## config.mk

```make
export PLATFORM = sky130hd
export DESIGN_NAME = onehot_to_binary_pipe
export DESIGN_NICKNAME = d
export VERILOG_FILES = /design/src/rtl/onehot_pkg.sv /design/src/rtl/onehot_group_enc.sv /design/src/rtl/onehot_to_binary_pipe.sv
export SDC_FILE = /design/constraint.sdc
export NUM_CORES = 1
export LEC_CHECK = 0
export CAP_MARGIN = 20
export CORE_MARGIN = 2
export CORE_UTILIZATION = 25
export CTS_BUF_LIST = sky130_fd_sc_hd__clkbuf_8
export DETAILED_ROUTE_END_ITERATION = 6
export PLACE_DENSITY = 0.57
export REMOVE_ABC_BUFFERS = 1
export SYNTH_ARGS = -nofsm -noshare
export SYNTH_HDL_FRONTEND = slang
export SYNTH_SLANG_ARGS = --single-unit
```

## constraint.sdc

```tcl
create_clock -name clk -period 2 [get_ports clk]
set_input_delay 0.4 -clock clk [delete_from_list [all_inputs] [get_ports clk]]
set_output_delay 0.4 -clock clk [all_outputs]
set_load 0.01 [all_outputs]
```

## src/rtl/onehot_pkg.sv

```systemverilog
// ============================================================================
// Module      : onehot_pkg
// Description : Shared mode constants and width helpers for the pipelined
//               one-hot to binary encoder.
// Revision    : 1.0 - initial release
// ============================================================================
`default_nettype none

package onehot_pkg;

   localparam int MODE_STRICT = 0;
   localparam int MODE_LSB    = 1;
   localparam int MODE_MSB    = 2;

   function automatic int clog2(input int n);
      int r;
      r = 0;
      while ((1 << r) < n) begin
         r = r + 1;
      end
      return r;
   endfunction

   // An index always needs at least one bit, even for a single-entry range.
   function automatic int dout_width(input int n);
      return (clog2(n) < 1) ? 1 : clog2(n);
   endfunction

endpackage

`default_nettype wire

```

## src/rtl/onehot_group_enc.sv

```systemverilog
// ============================================================================
// Module      : onehot_group_enc
// Description : Combinational encoder for one group of the select vector:
//               local index (strict/LSB/MSB), any-set and multi-set flags.
// Revision    : 1.0 - initial release
// ============================================================================
`default_nettype none

module onehot_group_enc
   import onehot_pkg::*;
#(
   parameter int GROUP_W = 4,
   parameter int MODE    = MODE_STRICT,
   parameter int IDX_W   = dout_width(GROUP_W)
) (
   input  logic [GROUP_W-1:0] i_vec,
   output logic [IDX_W-1:0]   o_idx,
   output logic               o_any,
   output logic               o_multi
);

   always_comb begin
      o_idx   = '0;
      o_any   = 1'b0;
      o_multi = 1'b0;
      for (int i = 0; i < GROUP_W; i++) begin
         if (i_vec[i]) begin
            // o_any still reflects lower bits only, so it flags a second hit.
            o_multi = o_multi | o_any;
            if (MODE == MODE_STRICT) begin
               o_idx = o_idx | IDX_W'(i);
            end else if (MODE == MODE_MSB) begin
               o_idx = IDX_W'(i);
            end else if (!o_any) begin
               o_idx = IDX_W'(i);
            end
            o_any = 1'b1;
         end
      end
   end

endmodule

`default_nettype wire

```

## src/rtl/onehot_to_binary_pipe.sv

```systemverilog
// ============================================================================
// Module      : onehot_to_binary_pipe
// Description : Two-stage valid/ready pipelined one-hot to binary encoder with
//               strict, LSB-priority and MSB-priority modes and hit/err flags.
//               Optional saturating error counter: ONEHOT_TO_BINARY_ERR_CNT_EN.
// Revision    : 1.0 - initial release
// ============================================================================
`default_nettype none

module onehot_to_binary_pipe
   import onehot_pkg::*;
#(
   parameter int DIN_WIDTH  = 16,
   parameter int DOUT_WIDTH = dout_width(DIN_WIDTH),
   parameter int GROUPS     = 4,
   parameter int MODE       = MODE_STRICT
) (
   input  logic                  clk,
   input  logic                  rst_n,
   input  logic                  in_vld,
   output logic                  in_rdy,
   input  logic [DIN_WIDTH-1:0]  in_vec,
   output logic                  out_vld,
   input  logic                  out_rdy,
   output logic [DOUT_WIDTH-1:0] out_bin,
   output logic                  out_hit,
   output logic                  out_err
`ifdef ONEHOT_TO_BINARY_ERR_CNT_EN
   ,
   input  logic                  err_cnt_clr,
   output logic [7:0]            err_cnt
`endif
);

   localparam int GROUP_W = DIN_WIDTH / GROUPS;
   localparam int LW      = dout_width(GROUP_W);

   logic [GROUPS-1:0][LW-1:0] w_idx;
   logic [GROUPS-1:0]         w_any;
   logic [GROUPS-1:0]         w_multi;

   logic                      r_s1_vld;
   logic [GROUPS-1:0][LW-1:0] r_s1_idx;
   logic [GROUPS-1:0]         r_s1_any;
   logic [GROUPS-1:0]         r_s1_multi;

   logic                      r_out_vld;
   logic [DOUT_WIDTH-1:0]     r_out_bin;
   logic                      r_out_hit;
   logic                      r_out_err;

   logic                      w_s2_adv;
   logic [DOUT_WIDTH-1:0]     w_bin;
   logic                      w_hit;
   logic                      w_err;

   assign w_s2_adv = !r_out_vld | out_rdy;
   assign in_rdy   = !r_s1_vld | w_s2_adv;

   generate
      for (genvar g = 0; g < GROUPS; g++) begin : g_grp
         onehot_group_enc #(
            .GROUP_W (GROUP_W),
            .MODE    (MODE),
            .IDX_W   (LW)
         ) u_enc (
            .i_vec   (in_vec[g*GROUP_W +: GROUP_W]),
            .o_idx   (w_idx[g]),
            .o_any   (w_any[g]),
            .o_multi (w_multi[g])
         );
      end
   endgenerate

   always_ff @(posedge clk or negedge rst_n) begin
      if (!rst_n) begin
         r_s1_vld   <= 1'b0;
         r_s1_idx   <= '0;
         r_s1_any   <= '0;
         r_s1_multi <= '0;
      end else if (in_rdy) begin
         r_s1_vld <= in_vld;
         if (in_vld) begin
            r_s1_idx   <= w_idx;
            r_s1_any   <= w_any;
            r_s1_multi <= w_multi;
         end
      end
   end

   // w_hit doubles as "an earlier group already hit" while scanning upward.
   always_comb begin
      w_bin = '0;
      w_hit = 1'b0;
      w_err = 1'b0;
      for (int g = 0; g < GROUPS; g++) begin
         if (r_s1_any[g]) begin
            w_err = w_err | w_hit | r_s1_multi[g];
            if (MODE == MODE_STRICT) begin
               w_bin = w_bin | (DOUT_WIDTH'(g * GROUP_W) + DOUT_WIDTH'(r_s1_idx[g]));
            end else if (MODE == MODE_MSB) begin
               w_bin = DOUT_WIDTH'(g * GROUP_W) + DOUT_WIDTH'(r_s1_idx[g]);
            end else if (!w_hit) begin
               w_bin = DOUT_WIDTH'(g * GROUP_W) + DOUT_WIDTH'(r_s1_idx[g]);
            end
            w_hit = 1'b1;
         end
      end
   end

   always_ff @(posedge clk or negedge rst_n) begin
      if (!rst_n) begin
         r_out_vld <= 1'b0;
         r_out_bin <= '0;
         r_out_hit <= 1'b0;
         r_out_err <= 1'b0;
      end else if (w_s2_adv) begin
         r_out_vld <= r_s1_vld;
         if (r_s1_vld) begin
            r_out_bin <= w_bin;
            r_out_hit <= w_hit;
            r_out_err <= w_err;
         end
      end
   end

   assign out_vld = r_out_vld;
   assign out_bin = r_out_bin;
   assign out_hit = r_out_hit;
   assign out_err = r_out_err;

`ifdef ONEHOT_TO_BINARY_ERR_CNT_EN
   logic [7:0] r_err_cnt;

   always_ff @(posedge clk or negedge rst_n) begin
      if (!rst_n) begin
         r_err_cnt <= 8'd0;
      end else if (err_cnt_clr) begin
         r_err_cnt <= 8'd0;
      end else if (r_out_vld && out_rdy && r_out_err && (r_err_cnt != 8'hFF)) begin
         r_err_cnt <= r_err_cnt + 8'd1;
      end
   end

   assign err_cnt = r_err_cnt;
`endif

endmodule

`default_nettype wire

```

==> metrics.cfg, run 1 <==
[worst_setup_path]
critPathSlowestCell = clkdlybuf4s50_1
r2r_cells = 4
cp-end-kind = output pin
critical_path.top_delay_family = buffers and inverters
required_ps = 1600
worst_path_most_repeated_cell = clkdlybuf4s50_1
worstPathMaxFanout = 2
reg2reg_slack_ps = 560
regToRegEndpoint = r_s1_any[2]$_DFFE_PN0P_
path_class = primary input to output pin
cp_slowest_stage_delay_ps = 540
crit_path_start_kind = primary input
cp_num_buf_inv = 2
rr_startpoint = r_s1_vld$_DFFE_PN0N_
crit_chain = clkdlybuf4s50_1 -> nand3b_4 -> clkdlybuf4s50_1
worstPathArrival_ps = 1540

[global_routing]
global_route.usage.met2 = 0.169
grt_max_degree = 25
antenna_found_initial = 0
grt_pass1_wl_um = 4820
grt_util_all_layers = 0.0996
overflow = 0
grtUsageMet3 = 0.0308
grt_pass1_vias = 1009
grt_use_met1 = 0.128
grt.busiest_layer = met2

[synth]
synthCells = 115
yosysSeqAreaShare = 0.459
async_flop_share = 1.00
ys_top_cells_by_area = dfrtp_1, a21oi_2, a31oi_4, a21oi_1, buf_6
ys_ff_latch = 24
yosysWarnings = 0
syn_area_per_cell_um2 = 11.4
yosysMostFrequentCell = dfrtp_1
yosysTopAreaCell = dfrtp_1
yosysTopAreaCellShare = 0.459
synth-edff-count = 0
synthFlopType = dfrtp_1
synth_area_mm2 = 0.00131
netlist_top_cells_count = dfrtp_1, a21oi_1, a21oi_2, nor2_1, buf_6
synthDistinctLibCells = 28

[power]
power_per_cell_area_mw_per_mm2 = 650
irDropWorstVdd_v = 0.000315
p_leak_nw = 0.583

[clocking]
cts_resized = 0
clock_latency_ps = 260
clkSinkCount = 24
cts_root_buffer = clkbuf_8
cts_buffer_depth = 2
ctsHoldBuffers = 0
cts_htree_levels = 1
post_cts_buffers = 0
cts_buffers = 3
clkTransAtPathRegs_ps = 80
cts_tree = done

[timing]
tightest_slew_ps = 415
setup_ws_ps = 61.4
fmax_ghz = 0.516
finalMaxSlewViolations = 0
hold_viol = 0
timing.final.crit_share = 0.969
skew_ps = 3.68
slew_headroom = 0.721
rsz0062_at_grt = false
setup_viol = 0
tns_ps = 0
period_needed_ps = 1940

[routing]
vias = 995
drt_wl_total_um = 2860
route.detailed.drc = 0
vias_per_cell = 4.69
wl_per_cell_um = 13.5
ant_nets = 0
firstDrtPassIters = 4
drt-initial-drc-count = 52

[layout]
num_antenna_cells = 0
syn_to_final_growth_pct = 27.1
fin_util = 0.328
final_cells = 212
stdcell_area_mm2 = 0.00166
drive_gt1_frac = 0.218
num-nets-final = 163

[floorplan]
die-height_um = 76.4
initial_core_util = 0.258
die_w_um = 76.4
rows = 26
num_io_pins = 28
die_area_mm2 = 0.00583
core_mm2 = 0.00507

[placement]
port_buffers = 27
gp_congestion = 0.762
dp.final_hpwl_um = 2140
placed_area_mm2 = 0.00161
dp_cells = 208
pre_cts_ws_ps = 62.0

[job]
max_cap_viol_count = 0

[hold_path]
holdCritPathClass = primary input to asynchronous set/reset pin

[status]
status = complete, no violations

## through the flow
step / hold slack, ps / power [mW]
2_1_floorplan: 104 / 0.663
3_3_place_gp: 484 / 0.764
3_5_place_dp: 490 / 0.771
4_1_cts: 508 / 1.09
5_1_grt: 526 / 1.13
6_report: 493 / 1.08
## worst register-to-register path: cells and delay by family, from the launching register on
family	cells	cell delay, ps
flops	1	490
simple gates	2	430
buf+inv	1	280
compound gates	1	120
## worst max-delay path by stage
stage / startpoint / to / slack, ps / depth (start not counted)
after floorplan: r_s1_vld$_DFFE_PN0N_ / r_s1_any[0]$_DFFE_PN0P_ / 760 / 3
after global placement: out_rdy / in_rdy / 70 / 3
after detailed placement: out_rdy / in_rdy / 60 / 3
after CTS: out_rdy / in_rdy / 50 / 3
after global routing: out_rdy / in_rdy / 30 / 3
final: out_rdy / in_rdy / 60 / 3
## power breakdown
| group | switching, mW | total, mW | internal, mW |
|---|---|---|---|
| registers | 0.0366 | 0.560 | 0.523 |
| clock network | 0.145 | 0.321 | 0.175 |
| logic | 0.103 | 0.200 | 0.0974 |
| total | 0.285 | 1.08 | 0.796 |
## registers in the layout, summed over array words and instances, names as in the netlist
name / cells
r_s1_multi: 4
out_vld: 1
out_bin: 4
out_hit: 1
r_s1_idx: 8
out_err: 1
r_s1_vld: 1
r_s1_any: 4
## cells in the final DEF (no fill, tap or decap), types with 2 or more instances in the layout
cell type	instances
a21o_1	2
a21oi_1	15
a21oi_2	13
a22oi_1	4
a31oi_1	3
a31oi_4	4
and2_4	2
buf_4	4
clkbuf_8	4
clkdlybuf4s50_1	27
dfrtp_1	24
inv_1	3
maj3_1	4
nand2_1	2
nand2b_1	2
nor2_1	13
nor3_1	3
o211ai_1	2
o2bb2ai_1	3
## layout make-up
cell class,instances,area (um2)
Inverter,3,11.3
Sequential cell,24,601
Multi-Input combinational cell,80,608
Timing Repair Buffer,31,300
Fill cell,542,3410
Clock buffer,4,55.1
Tap cell,70,87.6
## cell families after synthesis
kind of cell / after synthesis / synth area share
AOI/OAI and AO/OA: 52 / 0.336
and+or+nand+nor: 24 / 0.0985
DFF: 24 / 0.459
buffers and inverters: 11 / 0.0765
adders and majority gates: 4 / 0.0306
## per-layer routing
layer | vias to the layer above | share of wire | wire [um]
li1 | 476 | - | -
met2 | 30 | 0.50 | 1430
met1 | 487 | 0.44 | 1260
met3 | 2 | 0.056 | 159
met4 | 0 | 0.0024 | 7
met5 | - | 0 | 0
Note: power is estimated with default switching activity, not from simulation.
==> run 2, diff against run 1 <==
- CAP_MARGIN: 20 -> default
- clock period: 2 -> 1.8 ns (I/O delays scaled with it)
==> run 2 against run 1 <==
Register-to-register slack got worse by 210 ps; core utilization decreased by 0.30 points; final cell count decreased by 0.47%; routed wire length decreased by 4.6%; critical path depth decreased by 2; global-route usage decreased by 0.14 points; clock skew about the same; critical path type is now flop to output pin; critical endpoint is now out_vld; highest routed layer unchanged.
==> metrics.cfg, run 2 (same netlist as run 1, synthesis figures left out) <==
[layout]
final_common_cell = clkdlybuf4s50_1
num_antenna_cells = 0
syn_to_final_growth_pct = 25.9
largest_reg_flops = 8
final_cells = 211
drive_gt1_frac = 0.213
top_register = r_s1_idx
multi_input_area_um2 = 608
regArea_um2 = 601
nFillCells = 530
num-nets-final = 163
layout_common_cells = clkdlybuf4s50_1, dfrtp_1, a21oi_1, nor2_1, a21oi_2

[power]
p_int_mw = 0.838
seq_power_share = 0.543
p_leak_nw = 0.575
power_per_cell_area_mw_per_mm2 = 694
power_frac_comb = 0.191
swShare = 0.268
power_frac_clock = 0.265
net-switching-power_mw = 0.307
power_mw = 1.14
irDropWorstVdd_v = 0.000266

[timing]
fin_hold_ws_ps = 452
setup_viol = 0
tightest_slew_ps = 420
skew_ps = 3.84
slew_headroom = 0.718
finalMaxSlewViolations = 0
rsz0062_at_grt = false
fmax_ghz = 0.628
period_needed_ps = 1590
hold_viol = 0
timing.final.crit_share = 0.884

[floorplan]
num_io_pins = 28
die_w_um = 76.4
core_mm2 = 0.00507
initial_core_util = 0.258
die-height_um = 76.4
rows = 26
die_area_mm2 = 0.00583

[hold_path]
holdCritPathClass = primary input to asynchronous set/reset pin

[global_routing]
grt_max_degree = 25
antenna_found_initial = 0
overflow = 0
grt_pass1_vias = 998
grt_util_all_layers = 0.0982
grt_pass1_wl_um = 4730

[routing]
ant_nets = 0
vias_per_cell = 4.73
route.detailed.drc = 0
wl_per_cell_um = 12.9
drt_wl_total_um = 2730
vias = 998
drt-initial-drc-count = 52
firstDrtPassIters = 4

[worst_setup_path]
worstPathMaxFanout = 3
worstPathArrival_ps = 1230
critical_path.top_delay_family = buffers and inverters
cp_num_buf_inv = 1
path_class = flop to output pin
required_ps = 1440
cp-end-kind = output pin
r2r_cells = 4
cp_num_cells = 1
crit_path_start_kind = flop
crit_chain = clkdlybuf4s50_1
cp_slowest_stage_delay_ps = 560
critPathSlowestCell = clkdlybuf4s50_1

[clocking]
cts_htree_levels = 1
cts_root_buffer = clkbuf_8
cts_buffer_depth = 2
cts_tree = done
clkSinkCount = 24
cts_buffers = 3
post_cts_buffers = 0
clock_latency_ps = 260
clkTransAtPathRegs_ps = 80

[job]
max_cap_viol_count = 0

[placement]
gp_congestion = 0.771
port_buffers = 27
dp_cells = 208
dp.final_hpwl_um = 2040

[status]
status = complete, no violations

run 2: cell count changes in the layout (fill, tap and decap cells not counted), sizes merged:
cell	previous run	this run
clkbuf	4	3
clkdlybuf4s50	27	26
dlygate4sd2	0	1
run 2: metal layers:
| layer | track usage | share of wire |
|---|---|---|
| met5 | 0 | 0 |
| met4 | 0.0345 | 0.014 |
| met3 | 0.0273 | 0.065 |
| met2 | 0.152 | 0.45 |
| met1 | 0.132 | 0.47 |
run 2: worst reg2reg max path: stages, from the launching register on:
cell and delay, ps:
dfrtp_1 500, nand3b_4 130, buf_4 280, and2_4 300, a31oi_1 110
run 2: final cells by class:
type                            count  area share
Clock buffer                        3      0.0251
Inverter                            3     0.00683
Multi-Input combinational cell     80       0.369
Sequential cell                    24       0.364
Tap cell                           70      0.0532
Timing Repair Buffer               31       0.181
run 2: final timing paths:
| check | endpoint | slack (ps) | startpoint |
|---|---|---|---|
| max | out_vld | 210 | out_vld$_DFFE_PN0P_ |
| min | out_vld$_DFFE_PN0P_ | 450 | rst_n |
| max reg2reg | r_s1_any[2]$_DFFE_PN0P_ | 350 | r_s1_vld$_DFFE_PN0N_ |
| min reg2reg | r_s1_multi[1]$_DFFE_PN0P_ | 500 | r_s1_multi[1]$_DFFE_PN0P_ |
| max in group asynchronous | r_s1_idx[4]$_DFFE_PN0P_ | 1110 | rst_n |
| min in group clk | r_s1_multi[1]$_DFFE_PN0P_ | 500 | r_s1_multi[1]$_DFFE_PN0P_ |
run 2: stage by stage:
stage	instance area, um2	utilization	setup TNS, ps	worst slack, ps
global placement	1610	0.317	-46.1	-46.1
CTS	1650	0.325	0	191
detailed placement	1610	0.317	-65.9	-65.9
finish	1650	0.325	0	208
floorplan	1220	-	0	560
global route	1650	0.325	0	162
run 2: repair_timing:
action	4_1_cts	5_1_grt
setup endpoints to repair	1	0
gates resized for setup	1	0
hold buffers	0	0
run 2: power groups by stage:
| stage | Sequential [mW] | Combinational (mW) | Clock, mW |
|---|---|---|---|
| global route | 0.628 | 0.242 | 0.340 |
| global placement | 0.632 | 0.218 | 0 |
| floorplan | 0.622 | 0.114 | 0 |
| CTS | 0.622 | 0.223 | 0.324 |
| finish | 0.622 | 0.219 | 0.304 |
| detailed placement | 0.632 | 0.223 | 0 |
==> run 3, diff against run 2 <==
- RECOVER_POWER: default -> 50
- SLEW_MARGIN: default -> 15
==> run 3 against run 2 <==
Clock power about the same; total power decreased by 0.32%; core utilization decreased by 0.17 points; worst hold slack improved by 46 ps; critical path depth unchanged; first-iteration DRC count unchanged; sequential share of layout area increased by 0.19 points; non-clock buffer count unchanged; highest routed layer unchanged.
==> metrics.cfg, run 3 (same netlist as run 1, synthesis figures left out) <==
[placement]
port_buffers = 27
dp.final_hpwl_um = 2040
dp_cells = 208
gp_congestion = 0.771

[layout]
fin_util = 0.323
nFillCells = 532
top_register = r_s1_idx
final_cells = 211
drive_gt1_frac = 0.199
final_common_cell = clkdlybuf4s50_1
num_antenna_cells = 0
layout_common_cells = clkdlybuf4s50_1, dfrtp_1, a21oi_1, nor2_1, a21oi_2
num-nets-final = 163
largest_reg_flops = 8
syn_to_final_growth_pct = 25.2

[worst_setup_path]
crit_chain = clkdlybuf4s50_1
r2r_cells = 4
cp-end-kind = output pin
cp_slowest_stage_delay_ps = 560
cp_num_buf_inv = 1
critical_path.top_delay_family = buffers and inverters
worstPathMaxFanout = 3
critPathSlowestCell = clkdlybuf4s50_1
cp_num_cells = 1
crit_path_start_kind = flop
worstPathArrival_ps = 1230
path_class = flop to output pin
required_ps = 1440

[timing]
slew_headroom = 0.607
period_needed_ps = 1590
finalMaxSlewViolations = 0
rsz0062_at_grt = false
fmax_ghz = 0.628
timing.final.crit_share = 0.884
tns_ps = 0
setup_viol = 0
tightest_slew_ps = 589
skew_ps = 3.75
hold_viol = 0

[power]
p_leak_nw = 0.572
power_per_cell_area_mw_per_mm2 = 696
irDropWorstVdd_v = 0.000266

[floorplan]
core_mm2 = 0.00507
die_area_mm2 = 0.00583
die_w_um = 76.4
initial_core_util = 0.258
rows = 26
num_io_pins = 28
die-height_um = 76.4

[global_routing]
grt_pass1_wl_um = 4730
overflow = 0
grt_max_degree = 25
grt_pass1_vias = 998
grt_util_all_layers = 0.0982
antenna_found_initial = 0

[routing]
vias = 998
firstDrtPassIters = 4
wl_per_cell_um = 13.0
drt_wl_total_um = 2730
ant_nets = 0
route.detailed.drc = 0
drt-initial-drc-count = 52
vias_per_cell = 4.73

[clocking]
clkSinkCount = 24
cts_buffer_depth = 2
post_cts_buffers = 0
cts_resized = 1
ctsHoldBuffers = 0
cts_tree = done
clock_latency_ps = 260
cts_buffers = 3
clkTransAtPathRegs_ps = 80
cts_htree_levels = 1
cts_root_buffer = clkbuf_8

[hold_path]
holdPathStages = 1
holdCritPathClass = flop to flop

[job]
max_cap_viol_count = 0

[status]
status = complete, no violations

[run 3: cell count changes in the layout (fill, tap and decap cells not counted)]
cell             before  now
buf_4                 4    3
clkdlybuf4s50_1      26   25
a21oi_2              13   12
clkbuf_2              0    1
and2_1                0    1
and2_4                2    1
dlygate4sd3_1         0    1
a21oi_1              15   16
[run 3: power breakdown]
part / switching, mW / total, mW / internal [mW]
sequential: 0.0401 / 0.622 / 0.581
combinational: 0.111 / 0.215 / 0.104
clock: 0.155 / 0.304 / 0.149
total: 0.306 / 1.14 / 0.835
[run 3: path summary, 6_finish.rpt]
path | start | to | slack, ps
worst max-delay path | out_vld$_DFFE_PN0P_ | out_vld | 210
worst min-delay path | r_s1_multi[1]$_DFFE_PN0P_ | r_s1_multi[1]$_DFFE_PN0P_ | 500
worst max register to register | r_s1_vld$_DFFE_PN0N_ | r_s1_any[2]$_DFFE_PN0P_ | 350
worst min register to register | r_s1_multi[1]$_DFFE_PN0P_ | r_s1_multi[1]$_DFFE_PN0P_ | 500
max in group asynchronous | rst_n | r_s1_idx[4]$_DFFE_PN0P_ | 780
min in group asynchronous | rst_n | out_vld$_DFFE_PN0P_ | 630
[run 3: cell type report]
type,instances,area (um2),area share
clock buffers,3,41.3,0.0252
flip-flops and latches,24,601,0.366
repair buffers,31,297,0.181
multi-input cells,80,602,0.367
well taps,70,87.6,0.0534
inverters,3,11.3,0.00687
[run 3: metrics by stage]
step	area, um2	setup slack (ps)	hold WS (ps)	power, mW
after floorplan	1220	560	64.4	0.736
after global placement	1610	-46.1	479	0.849
after detailed placement	1610	-65.9	482	0.855
after CTS	1650	191	463	1.17
after global routing	1640	128	526	1.21
final	1640	208	498	1.14
[run 3: routing by layer]
| metal | wire length (um) | global-route usage | up-vias |
|---|---|---|---|
| met5 | 0 | 0 | - |
| met4 | 39 | 0.0345 | 0 |
| met3 | 167 | 0.0273 | 6 |
| met2 | 1230 | 0.152 | 34 |
| met1 | 1290 | 0.132 | 482 |
| li1 | - | - | 476 |
